## src/rtl/pool_tile_framer.sv

```systemverilog
// pool_tile_framer
//   Collects a raster-order pixel stream into a ROWS x COLS tile and presents the
//   whole tile in parallel to the 2x2 max-pooling stage. A fill bank collects the
//   next tile while the output bank holds the current one.
//
//   Build option: POOL_SOF_RESYNC_EN
//     defined   -> an accepted in_sof pixel restarts the tile at index 0; a
//                  restart on a partial tile sets the sticky sync_err.
//     undefined -> in_sof is ignored, sync_err is 0, framing is by count only.
//
//   Ports
//     clk, rst_n              clock, asynchronous active-low reset
//     in_valid/in_ready       pixel handshake (in_ready is registered)
//     in_pixel, in_sof        pixel (raster order) and start-of-tile marker
//     tile_valid/tile_ready   tile handshake toward the pooling stage
//     tile_data               pixel (r,c) at [(r*COLS+c)*DW +: DW]
//     sync_err                sticky resynchronisation flag
//
//   state    | meaning
//   ---------+-------------------------------------------------------------
//   stFill   | collecting pixels into the fill bank, in_ready=1
//   stFull   | fill bank complete, output bank busy, in_ready=0
module pool_tile_framer #(
  parameter int DW   = 4,
  parameter int ROWS = 4,
  parameter int COLS = 4
) (
  input  logic                     clk,
  input  logic                     rst_n,
  input  logic                     in_valid,
  output logic                     in_ready,
  input  logic [DW-1:0]            in_pixel,
  input  logic                     in_sof,
  output logic                     tile_valid,
  input  logic                     tile_ready,
  output logic [DW*ROWS*COLS-1:0]  tile_data,
  output logic                     sync_err
);

  localparam int N  = ROWS * COLS;
  localparam int CW = (N > 1) ? $clog2(N) : 1;
  localparam logic [CW-1:0] lastIdx = CW'(N - 1);

  localparam logic [0:0] stFill = 1'b0;
  localparam logic [0:0] stFull = 1'b1;

  logic [0:0]      state;
  logic [CW-1:0]   cnt;
  logic [DW*N-1:0] fillBank;
  logic [DW*N-1:0] nextFill;
  logic [CW-1:0]   wrIdx;
  logic            accept;
  logic            isSof;
  logic            outFree;
  logic            lastPix;
  logic            loadFromFill;
  logic            loadFromFull;

  always_comb begin
    accept  = in_valid && in_ready;
    outFree = !tile_valid || tile_ready;
`ifdef POOL_SOF_RESYNC_EN
    isSof = in_sof;
`else
    isSof = 1'b0 & in_sof;
`endif
    // A start-of-tile pixel always lands in slot 0, whatever the count says.
    wrIdx   = isSof ? '0 : cnt;
    lastPix = accept && (wrIdx == lastIdx);
    nextFill = fillBank;
    if (accept) begin
      nextFill[int'(wrIdx)*DW +: DW] = in_pixel;
    end
    // Completing pixel goes straight to the output bank when it is free, so the
    // fill side never stalls in a continuous stream.
    loadFromFill = (state == stFill) && lastPix && outFree;
    loadFromFull = (state == stFull) && tile_valid && tile_ready;
  end

  always_ff @(posedge clk or negedge rst_n) begin
    if (!rst_n) begin
      state      <= stFill;
      cnt        <= '0;
      fillBank   <= '0;
      in_ready   <= 1'b1;
      tile_valid <= 1'b0;
      tile_data  <= '0;
    end else begin
      if (accept) begin
        fillBank <= nextFill;
      end

      if (state == stFill) begin
        if (accept) begin
          if (lastPix) begin
            if (outFree) begin
              cnt <= '0;
            end else begin
              // Hold the full bank; cnt stays at the last index until transfer.
              state    <= stFull;
              in_ready <= 1'b0;
            end
          end else begin
            cnt <= wrIdx + CW'(1);
          end
        end
      end else begin
        if (loadFromFull) begin
          state    <= stFill;
          cnt      <= '0;
          in_ready <= 1'b1;
        end
      end

      if (loadFromFill) begin
        tile_data <= nextFill;
      end else if (loadFromFull) begin
        tile_data <= fillBank;
      end

      // A load on the handshake edge keeps tile_valid high.
      if (loadFromFill || loadFromFull) begin
        tile_valid <= 1'b1;
      end else if (tile_ready) begin
        tile_valid <= 1'b0;
      end
    end
  end

`ifdef POOL_SOF_RESYNC_EN
  always_ff @(posedge clk or negedge rst_n) begin
    if (!rst_n) begin
      sync_err <= 1'b0;
    end else if (accept && isSof && (cnt != '0) && (state == stFill)) begin
      sync_err <= 1'b1;
    end
  end
`else
  assign sync_err = 1'b0;
`endif

endmodule
```

## config.mk

```make
export PLATFORM = sky130hd
export DESIGN_NAME = pool_tile_framer
export DESIGN_NICKNAME = d
export VERILOG_FILES = /design/src/rtl/pool_tile_framer.sv
export SDC_FILE = /design/constraint.sdc
export NUM_CORES = 1
export LEC_CHECK = 0
export BUFFER_PORTS_ARGS = -buffer_cell sky130_fd_sc_hd__buf_2
export CORE_MARGIN = 10
export CORE_UTILIZATION = 30
export DETAILED_ROUTE_END_ITERATION = 16
export SLEW_MARGIN = 20
export SYNTH_ARGS = -nofsm -noshare
export SYNTH_HDL_FRONTEND = slang
export SYNTH_SLANG_ARGS = --single-unit
```

## constraint.sdc

```tcl
create_clock -name clk -period 3.1 [get_ports clk]
set_input_delay 0.465 -clock clk [delete_from_list [all_inputs] [get_ports clk]]
set_output_delay 0.465 -clock clk [all_outputs]
set_load 0.1 [all_outputs]
```

* Word-level counts from Yosys, hierarchy flattened *
Cells that the tools add are included.

word-level totals
  register bits after elaboration = 135
  input bits = 9
  output and inout port bits = 67
  logic and storage cells = 51

cells by class
  $add $sub $neg = 2
  eq/ne operators = 4
  shifts and indexed selects = 2
  multiplexer cells = 21
  bitwise gates (word level) = 1
  reductions and logical operators = 15

operator list
  operator                                                                  number
  64-bit two-way mux                                                        3
  64-bit bitwise mux                                                        1
  4-bit by 33-bit variable shift with 64-bit output (first input constant)  1
  4-bit by 33-bit variable part select with 64-bit output                   1
  6-bit negator with 33-bit output                                          1
  4-bit two-way mux                                                         5
  1-bit two-way mux                                                         12
  2-bit nonzero test                                                        4
  1-bit logical AND                                                         6
  4-bit by 1-bit adder with 4-bit output (second input constant)            1
  4-bit equality test (second input constant)                               1
  4-bit AND reduction                                                       1
  3-bit inequality test (second input constant)                             1
  3-bit AND reduction                                                       1
  1-bit logical OR                                                          2
  2-bit by 1-bit inequality test with 1-bit output (second input constant)  1
  2-bit inequality test (second input constant)                             1
  1-bit logical NOT                                                         1
  1-bit NOT                                                                 1

* Longest topological paths before layout *
Gate-level depths: netlist of run 1.

  depth in word-level cells = 6
  mapped depth = 11
  gate-level depth less buffers = 7

* Least setup slack after synthesis of run 1 *
No wires, ideal clock.

  kind = register to register
  start point = register cnt[0]
  end point = register tile_data[35]
  library setup time = 119 ps
  arrival = 2,648 ps
  required time = 2,981 ps
  setup slack = 333 ps
  stages on the path, launching flop included = 12
  path buffers = 4
  period minus slack after synthesis = 2,767 ps
  cells stage by stage = dfrtp_1 -> clkbuf_1 -> buf_1 -> inv_1 -> ha_1 -> buf_2 -> nor3_1 -> o21a_1 -> nand3_1 -> buf_2 -> o32a_1 -> o21a_1

between the ends
  longest elaborated chain between the ends = 5
  elaborated cells between the ends (all ways) = 11
  those cells by class = add/sub (1); eq/ne (1); shift (2); mux (3); reduce/logical (4)

ends and longest elaborated chain
  item                                                                                   RTL line  RTL
  start: declaration                                                                     48        logic [CW-1:0] cnt;
  start signal: assignment                                                               104       cnt <= wrIdx + CW'(1);
  6-bit negator with 33-bit output / 4-bit equality test (equally long branches)         72, 69
  4-bit by 33-bit variable part select with 64-bit output, or another cell as far along  72        nextFill[int'(wrIdx)*DW +: DW] = in_pixel;
  64-bit bitwise mux / 1-bit logical AND (equally long branches)                         72, 76
  64-bit two-way mux / 1-bit logical AND (equally long branches)                         71, 76
  64-bit two-way mux / 2-bit nonzero test (equally long branches)                        --
  end signal: assignment                                                                 116       tile_data <= nextFill;
  end signal: assignment                                                                 118       tile_data <= fillBank;
  end: declaration                                                                       36        output logic [DW*ROWS*COLS-1:0] tile_data,

Parallel ways exist; a longest one is shown, timed or not.
A chain may end at the register's enable or synchronous reset.

* Worst setup path after layout of run 1 *
  start point = register cnt[0]
  end point = register tile_data[59]

The elaborated chain is that of the path after synthesis.

==> metrics.txt, run 1 <==
# TYPE chip_impl_metric gauge
chip_impl_metric{name="yosysUniqueCellTypes",unit=""} 54
chip_impl_info{name="clock_tree.root_cell",value="clkbuf_16"} 1
chip_impl_metric{name="insertion_delay",unit="ps"} 420
chip_impl_info{name="post-synth-top-area-cell",value="dfrtp_1"} 1
chip_impl_metric{name="drc",unit=""} 0
chip_impl_metric{name="ios",unit=""} 76
chip_impl_metric{name="finalClockSkew",unit="ps"} 8.95
chip_impl_metric{name="drt_pass1_iterations",unit=""} 4
chip_impl_metric{name="detailroute.via_count",unit=""} 4615
chip_impl_metric{name="die_area",unit="sq um"} 25900
chip_impl_metric{name="hold_buffers",unit=""} 0
chip_impl_info{name="rsz0062_at_grt",value="no"} 1
chip_impl_metric{name="cts-buffers-inserted",unit=""} 17
chip_impl_metric{name="placed_cells_incl_taps",unit=""} 907
chip_impl_metric{name="timing.fmax",unit="MHz"} 379
chip_impl_metric{name="crit_required",unit="ps"} 3410
chip_impl_metric{name="seqCellArea",unit="sq um"} 3380
chip_impl_metric{name="avgRoutedWirePerCell",unit="microns"} 17.1
chip_impl_metric{name="final_nets",unit=""} 675
chip_impl_metric{name="grt_first_pass_wirelength",unit="mm"} 26.1
chip_impl_metric{name="cts.reportedPaths.clkPinSlew",unit="ps"} 60
chip_impl_metric{name="cell_area_after_synthesis",unit="sq um"} 5960
chip_impl_metric{name="dp_hpwl",unit="mm"} 11.5
chip_impl_metric{name="fin_crit_sh",unit="%"} 85.2
chip_impl_info{name="cts_tree",value="built"} 1
chip_impl_info{name="crit_path_frequent_cell",value="nor3_1"} 1
chip_impl_metric{name="multi_input_area",unit="sq um"} 2410
chip_impl_metric{name="totalNegativeSetupSlack",unit="ps"} 0
chip_impl_metric{name="area_growth_syn_to_layout",unit="%"} 22.8
chip_impl_metric{name="first_iter_violations",unit=""} 285
chip_impl_metric{name="power_per_cell_area",unit="nW/um^2"} 556
chip_impl_metric{name="synth_sequential_area_ratio",unit="%"} 56.7
chip_impl_metric{name="numPortBuffers",unit=""} 73
chip_impl_metric{name="grt_start_max_net_pins",unit=""} 64
chip_impl_metric{name="maxCapViolCount",unit=""} 0
chip_impl_metric{name="synth_compound_gate_area_share",unit="%"} 18.4
chip_impl_metric{name="worstPathArrival",unit="ps"} 2950
chip_impl_metric{name="finalWirelength",unit="mm"} 16.1
chip_impl_info{name="worst_setup_path_start_kind",value="flip-flop"} 1
chip_impl_metric{name="grt_remaining_overflow",unit=""} 0
chip_impl_metric{name="ys_async_sr_fraction",unit="%"} 100
chip_impl_info{name="path_delay_family",value="simple AND/OR/NAND/NOR gates"} 1
chip_impl_metric{name="post-cts-setup-buffer-count",unit=""} 0
chip_impl_metric{name="crit_path_max_incr_delay",unit="ps"} 410
chip_impl_metric{name="die_width",unit="microns"} 161
chip_impl_metric{name="vias_per_cell",unit=""} 4.91
chip_impl_metric{name="critical_path_peak_fanout",unit=""} 10
chip_impl_metric{name="final.fill_count",unit=""} 1967
chip_impl_metric{name="synthAdderAreaFrac",unit="%"} 1.05
chip_impl_metric{name="setup-violations-final",unit=""} 0
chip_impl_metric{name="hold_violations",unit=""} 0
chip_impl_metric{name="yosys.area.top_type_share",unit="%"} 56.3
chip_impl_metric{name="routabilityCongestion",unit=""} 0.821
chip_impl_metric{name="syn-instance-count",unit=""} 580
chip_impl_metric{name="stdcell_count",unit=""} 940
chip_impl_metric{name="worst_slew_pin_slew",unit="ps"} 766
chip_impl_metric{name="synth_nets",unit=""} 594
chip_impl_metric{name="antenna_violating_nets_post_route",unit=""} 0
chip_impl_metric{name="initial_core_util",unit="%"} 30.5
chip_impl_metric{name="max_slew_margin",unit="%"} 48.5
chip_impl_metric{name="synth-simple-area-share",unit="%"} 17.4
chip_impl_metric{name="rows",unit=""} 51
chip_impl_info{name="most_area_consuming_cells_after_synthesis",value="dfrtp_1 56%, nand2_1 7.2%, o21ai_0 4.5%, o221a_2 3.6%, nor2_1 3.0%"} 1
chip_impl_info{name="run_status",value="completed"} 1
chip_impl_metric{name="synth-xor-area-share",unit="%"} 0.546
chip_impl_metric{name="cts_sinks",unit=""} 135
chip_impl_metric{name="yosysWarnings",unit=""} 0
chip_impl_metric{name="finalMaxSlewViolations",unit=""} 0
chip_impl_metric{name="yosys_register_bits",unit=""} 135
chip_impl_info{name="min_path_type",value="in2async"} 1
chip_impl_metric{name="initial_antenna_violation_count",unit=""} 1
chip_impl_metric{name="layout_min_cycle_time",unit="ps"} 2640
chip_impl_metric{name="clock_tree.htree_level_count",unit=""} 4
chip_impl_metric{name="cts_resized",unit=""} 0
chip_impl_metric{name="avgSynthCellArea",unit="sq um"} 10.3
chip_impl_info{name="worst_setup_path_class",value="reg2reg"} 1
chip_impl_metric{name="core_area",unit="sq um"} 19500
chip_impl_info{name="cp-end-kind",value="flip-flop"} 1
chip_impl_metric{name="power_leakage",unit="nW"} 3.52
chip_impl_metric{name="first_global_vias",unit=""} 4681
chip_impl_metric{name="synth_edf_count",unit=""} 0
chip_impl_info{name="worst_path_max_delay_cell",value="and3b_1"} 1
chip_impl_metric{name="post_route_cells_drive_above_1_share",unit="%"} 25.2
chip_impl_info{name="crit_chain",value="buf_4 -> nor3_1 -> ha_1 -> and3b_1 -> o21a_1 -> nor3b_4 -> nor3_1 -> a211oi_1"} 1
chip_impl_info{name="main_combinational_cell_family_by_area_after_synthesis",value="compound AO/OA/AOI/OAI gates"} 1
chip_impl_metric{name="clockBufferDepth",unit=""} 2
chip_impl_metric{name="worst-path-buf-inv",unit=""} 1
chip_impl_metric{name="post_synth_mux_area_share",unit="%"} 2.83
chip_impl_info{name="ys.flop_type",value="dfrtp_1"} 1
chip_impl_metric{name="globalRouteTotalUtil",unit="%"} 12.6
chip_impl_metric{name="vdd.ir_drop.worst",unit="uV"} 341
chip_impl_metric{name="die_height",unit="microns"} 161
state kept, by name (all words and copies together) (netlist names):
signal      count
fillBank       64
tile_data      64
cnt             4
in_ready        1
state           1
tile_valid      1
worst paths after layout:
| check | from | end | slack (ps) | cells past startpoint |
|---|---|---|---|---|
| setup / recovery | cnt[0] | tile_data[59] | 460 | 8 |
| hold / removal | rst_n | fillBank[31] | 40 | 1 |
| setup reg to reg | cnt[0] | tile_data[59] | 460 | 8 |
| hold reg to reg | tile_data[2] | tile_data[2] | 460 | 2 |
| max in group asynchronous | rst_n | in_ready | 2310 | 2 |
| min in group clk | tile_ready | state | 300 | 2 |
kinds of logic after synthesis:
kind of cell / Yosys count
buffers and inverters: 42
xor gates and xnor gates: 2
DFF: 135
muxes: 15
other: 1
adders and majority gates: 5
AOI/OAI and AO/OA: 153
and+or+nand+nor: 227
cell usage after synthesis, drive strengths merged, types with 2 or more instances:
master and instances:
a211oi 18, a21o 4, a21oi 16, a221o 3, a22oi 4, a31oi 4
a32oi 4, and2 3, and3 3, and3b 2, buf 13, clkbuf 13
dfrtp 134, ha 5, inv 16, mux2 15, nand2 117, nand2b 4
nand3 12, nor2 48, nor2b 3, nor3 19, nor3b 3, nor4 5
o2111a 2, o2111ai 2, o211ai 2, o21a 9, o21ai 55, o221a 19
o22ai 2, o31ai 3, o32a 4, or3 3
per-stage QoR:
stage                     util (%)  hold WS, ps  setup WS [ps]  power [W]  area (sq um)
after floorplan                  -          169            333    0.00181          5960
after global placement        34.1          451            501    0.00186          6660
after detailed placement      34.1          451            492    0.00186          6660
after CTS                     37.5         53.0            449    0.00410          7320
after global routing          37.5         71.1            243    0.00419          7320
final                         37.5         35.8            460    0.00407          7320
final cells by class:
type                            count  area share, %
Clock buffer                       20           6.24
Inverter                           16          0.821
Clock inverter                     12           2.72
Multi-Input combinational cell    403           32.9
Antenna cell                        1         0.0342
Tap cell                          265           4.53
Timing Repair Buffer               88           6.62
Sequential cell                   135           46.2
cell usage in the layout, fill, tap and decap left out, types with 4 or more instances in the layout:
cell type	Yosys	final
a211oi_1	18	18
a21o_1	4	4
a21oi_1	15	15
a22oi_1	4	4
a31oi_1	4	4
a32oi_1	4	4
buf_2	6	72
buf_4	3	15
bufinv_16	0	5
clkbuf_16	0	17
clkinvlp_4	0	4
dfrtp_1	134	134
ha_1	5	5
inv_1	16	16
mux2_2	15	15
nand2_1	115	115
nand2b_1	4	4
nand3_1	12	12
nor2_1	48	47
nor3_1	18	18
nor4_1	5	5
o21a_1	8	8
o21ai_0	54	54
o221a_2	19	19
o32a_1	4	4
metal layers:
layer	up-vias	global-route usage (%)	wire length (microns)
li1	2234	-	-
met1	2261	16.1	7470
met2	96	19.7	7500
met3	24	4.09	855
met4	0	3.97	262
met5	-	0	0
power by group:
part           total [W]  switching (W)  internal, W
logic          0.0000642      0.0000561   0.00000813
registers        0.00176              0      0.00176
clock network    0.00224       0.000773      0.00147
total            0.00407       0.000829      0.00324
Power figures use the tool's default switching activity.
==> run 2: changes to the inputs <==
CELL_PAD_IN_SITES_DETAIL_PLACEMENT = 1   (was default)
CELL_PAD_IN_SITES_GLOBAL_PLACEMENT = 1   (was default)
PLACE_DENSITY_LB_ADDON = 0.1   (was default)
==> run 2 against run 1 <==
  * Fmax is essentially flat
  * Sequential power about the same
  * Wire length is 11% higher
  * Largest cell class unchanged
==> metrics.txt, run 2 (same netlist as run 1, synthesis figures left out) <==
# TYPE chip_impl_metric gauge
chip_impl_info{name="run_status",value="completed"} 1
chip_impl_metric{name="area_growth_syn_to_layout",unit="%"} 22.1
chip_impl_info{name="layout_common_cells",value="134 x dfrtp_1, 115 x nand2_1, 72 x buf_2"} 1
chip_impl_metric{name="numPortBuffers",unit=""} 73
chip_impl_metric{name="grt_remaining_overflow",unit=""} 0
chip_impl_info{name="layout_commonest_cell",value="dfrtp_1"} 1
chip_impl_metric{name="hold_buffers",unit=""} 0
chip_impl_metric{name="cts_sinks",unit=""} 135
chip_impl_info{name="cp-startpoint",value="cnt[0]"} 1
chip_impl_info{name="min_path_type",value="in2async"} 1
chip_impl_metric{name="worstPathArrival",unit="ps"} 2950
chip_impl_metric{name="vdd.ir_drop.worst",unit="uV"} 382
chip_impl_metric{name="cts-buffers-inserted",unit=""} 17
chip_impl_info{name="worst_setup_path_class",value="reg2reg"} 1
chip_impl_metric{name="cts_resized",unit=""} 0
chip_impl_metric{name="ios",unit=""} 76
chip_impl_metric{name="initial_antenna_violation_count",unit=""} 0
chip_impl_metric{name="clock_tree.htree_level_count",unit=""} 4
chip_impl_metric{name="final_cell_area",unit="sq um"} 7280
chip_impl_metric{name="critical_path_peak_fanout",unit=""} 13
chip_impl_info{name="rsz0062_at_grt",value="no"} 1
chip_impl_metric{name="timing.fmax",unit="MHz"} 378
chip_impl_metric{name="worst_slew_pin_slew",unit="ps"} 930
chip_impl_metric{name="die_width",unit="microns"} 161
chip_impl_metric{name="drt_pass1_iterations",unit=""} 4
chip_impl_metric{name="cts.reportedPaths.clkPinSlew",unit="ps"} 60
chip_impl_metric{name="fin_crit_sh",unit="%"} 85.2
chip_impl_info{name="critical_path.reg2reg.startpoint",value="cnt[0]"} 1
chip_impl_metric{name="finalClockSkew",unit="ps"} 9.37
chip_impl_metric{name="detailroute.via_count",unit=""} 4619
chip_impl_metric{name="core_area",unit="sq um"} 19500
chip_impl_metric{name="die_height",unit="microns"} 161
chip_impl_metric{name="routabilityCongestion",unit=""} 0.750
chip_impl_metric{name="setup-violations-final",unit=""} 0
chip_impl_info{name="largest_registers",value="fillBank: 64 flops, tile_data: 64 flops, cnt: 4 flops"} 1
chip_impl_metric{name="first_iter_violations",unit=""} 200
chip_impl_metric{name="vias_per_cell",unit=""} 4.93
chip_impl_metric{name="grt_start_max_net_pins",unit=""} 112
chip_impl_info{name="crit_chain",value="inv_1 -> ha_1 -> nor3_1 -> o21a_1 -> nand3_1 -> o32a_1 -> o21a_1"} 1
chip_impl_metric{name="post_route_cells_drive_above_1_share",unit="%"} 24.6
chip_impl_metric{name="num_antenna_cells",unit=""} 0
chip_impl_metric{name="hold_violations",unit=""} 0
chip_impl_metric{name="final_nets",unit=""} 672
chip_impl_info{name="path_delay_family",value="simple AND/OR/NAND/NOR gates"} 1
chip_impl_metric{name="post-cts-setup-buffer-count",unit=""} 0
chip_impl_metric{name="insertion_delay",unit="ps"} 420
chip_impl_metric{name="final.fill_count",unit=""} 2214
chip_impl_metric{name="total_power",unit="W"} 0.00403
chip_impl_info{name="cp-end-kind",value="flip-flop"} 1
chip_impl_metric{name="initial_core_util",unit="%"} 30.5
chip_impl_metric{name="power_per_cell_area",unit="nW/um^2"} 553
chip_impl_metric{name="globalRouteTotalUtil",unit="%"} 14.1
chip_impl_metric{name="finalMaxSlewViolations",unit=""} 0
chip_impl_metric{name="crit_required",unit="ps"} 3410
chip_impl_metric{name="finalWirelength",unit="mm"} 17.8
chip_impl_metric{name="crit_path_max_incr_delay",unit="ps"} 490
chip_impl_metric{name="antenna_violating_nets_post_route",unit=""} 0
chip_impl_metric{name="maxCapViolCount",unit=""} 0
chip_impl_metric{name="first_global_vias",unit=""} 5061
chip_impl_metric{name="max_slew_margin",unit="%"} 38.0
chip_impl_info{name="clock_tree.root_cell",value="clkbuf_16"} 1
chip_impl_metric{name="worst-path-buf-inv",unit=""} 1
chip_impl_metric{name="avgRoutedWirePerCell",unit="microns"} 19.0
chip_impl_metric{name="dp_hpwl",unit="mm"} 12.6
chip_impl_metric{name="drc",unit=""} 0
chip_impl_info{name="worst_path_max_delay_cell",value="dfrtp_1"} 1
chip_impl_info{name="crit_path_frequent_cell",value="o21a_1"} 1
chip_impl_metric{name="totalNegativeSetupSlack",unit="ps"} 0
chip_impl_info{name="cts_tree",value="built"} 1
chip_impl_metric{name="layout_min_cycle_time",unit="ps"} 2640
chip_impl_metric{name="clockBufferDepth",unit=""} 2
chip_impl_metric{name="grt_first_pass_wirelength",unit="mm"} 28.9
chip_impl_metric{name="detailed_place.area",unit="sq um"} 6640
chip_impl_metric{name="power_leakage",unit="nW"} 3.49
chip_impl_info{name="worst_setup_path_start_kind",value="flip-flop"} 1
chip_impl_metric{name="rows",unit=""} 51
chip_impl_metric{name="die_area",unit="sq um"} 25900
-- run 2: changes by cell type in the layout (fill, tap and decap cells not counted) --
cell,change
clkbuf_1,+2
clkbuf_8,-1
buf_4,-3
buf_6,-1
clkinv_2,-1
diode_2,-1
clkinvlp_4,+1
-- run 2: area by class of cell --
class	count	area, sq um	share of cell area [%]
well taps	265	332	4.55
clock buffers	20	437	6.00
multi-input cells	403	2410	33.1
inverters	16	60.1	0.825
flip-flops and latches	135	3380	46.4
clock inverters	12	201	2.77
repair buffers	85	464	6.38
-- run 2: through the flow --
step	setup WS [ps]	utilization [%]	std cells	hold WS (ps)
after detailed placement	483	34.0	904	456
after global routing	137	37.3	936	249
after CTS	467	37.3	936	256
final	457	37.3	936	149
after global placement	534	34.0	904	455
after floorplan	333	-	580	169
-- run 2: worst register-to-register path: stages, from the launching register on --
cell and delay [ps]:
dfrtp_1 490, inv_1 80, ha_1 430, nor3_1 440, o21a_1 190, nand3_1 350
o32a_1 450, o21a_1 110
-- run 2: worst paths after layout --
path                                  to  slack (ps)  depth (start not counted)
hold reg to reg             tile_data[3]         470                          2
min in group clk                   state         300                          2
setup reg to reg           tile_data[35]         460                          7
max in group asynchronous  tile_data[54]        2160                          2
setup / recovery           tile_data[35]         460                          7
hold / removal              fillBank[63]         150                          1
-- run 2: routing by layer --
layer  vias to the layer above  wire (microns)  share of wire (%)  global-route usage [%]
met2                        66            8440                 47                    22.9
met5                         -               0                  0                       0
met1                      2316            8650                 49                    18.1
li1                       2225               -                  -                       -
met4                         0             197                1.1                    4.43
met3                        12             531                3.0                    3.32
-- run 2: power breakdown --
group          internal, W  switching (W)   total, W
Sequential         0.00176              0    0.00176
Clock              0.00143       0.000776    0.00220
Combinational   0.00000662      0.0000550  0.0000616
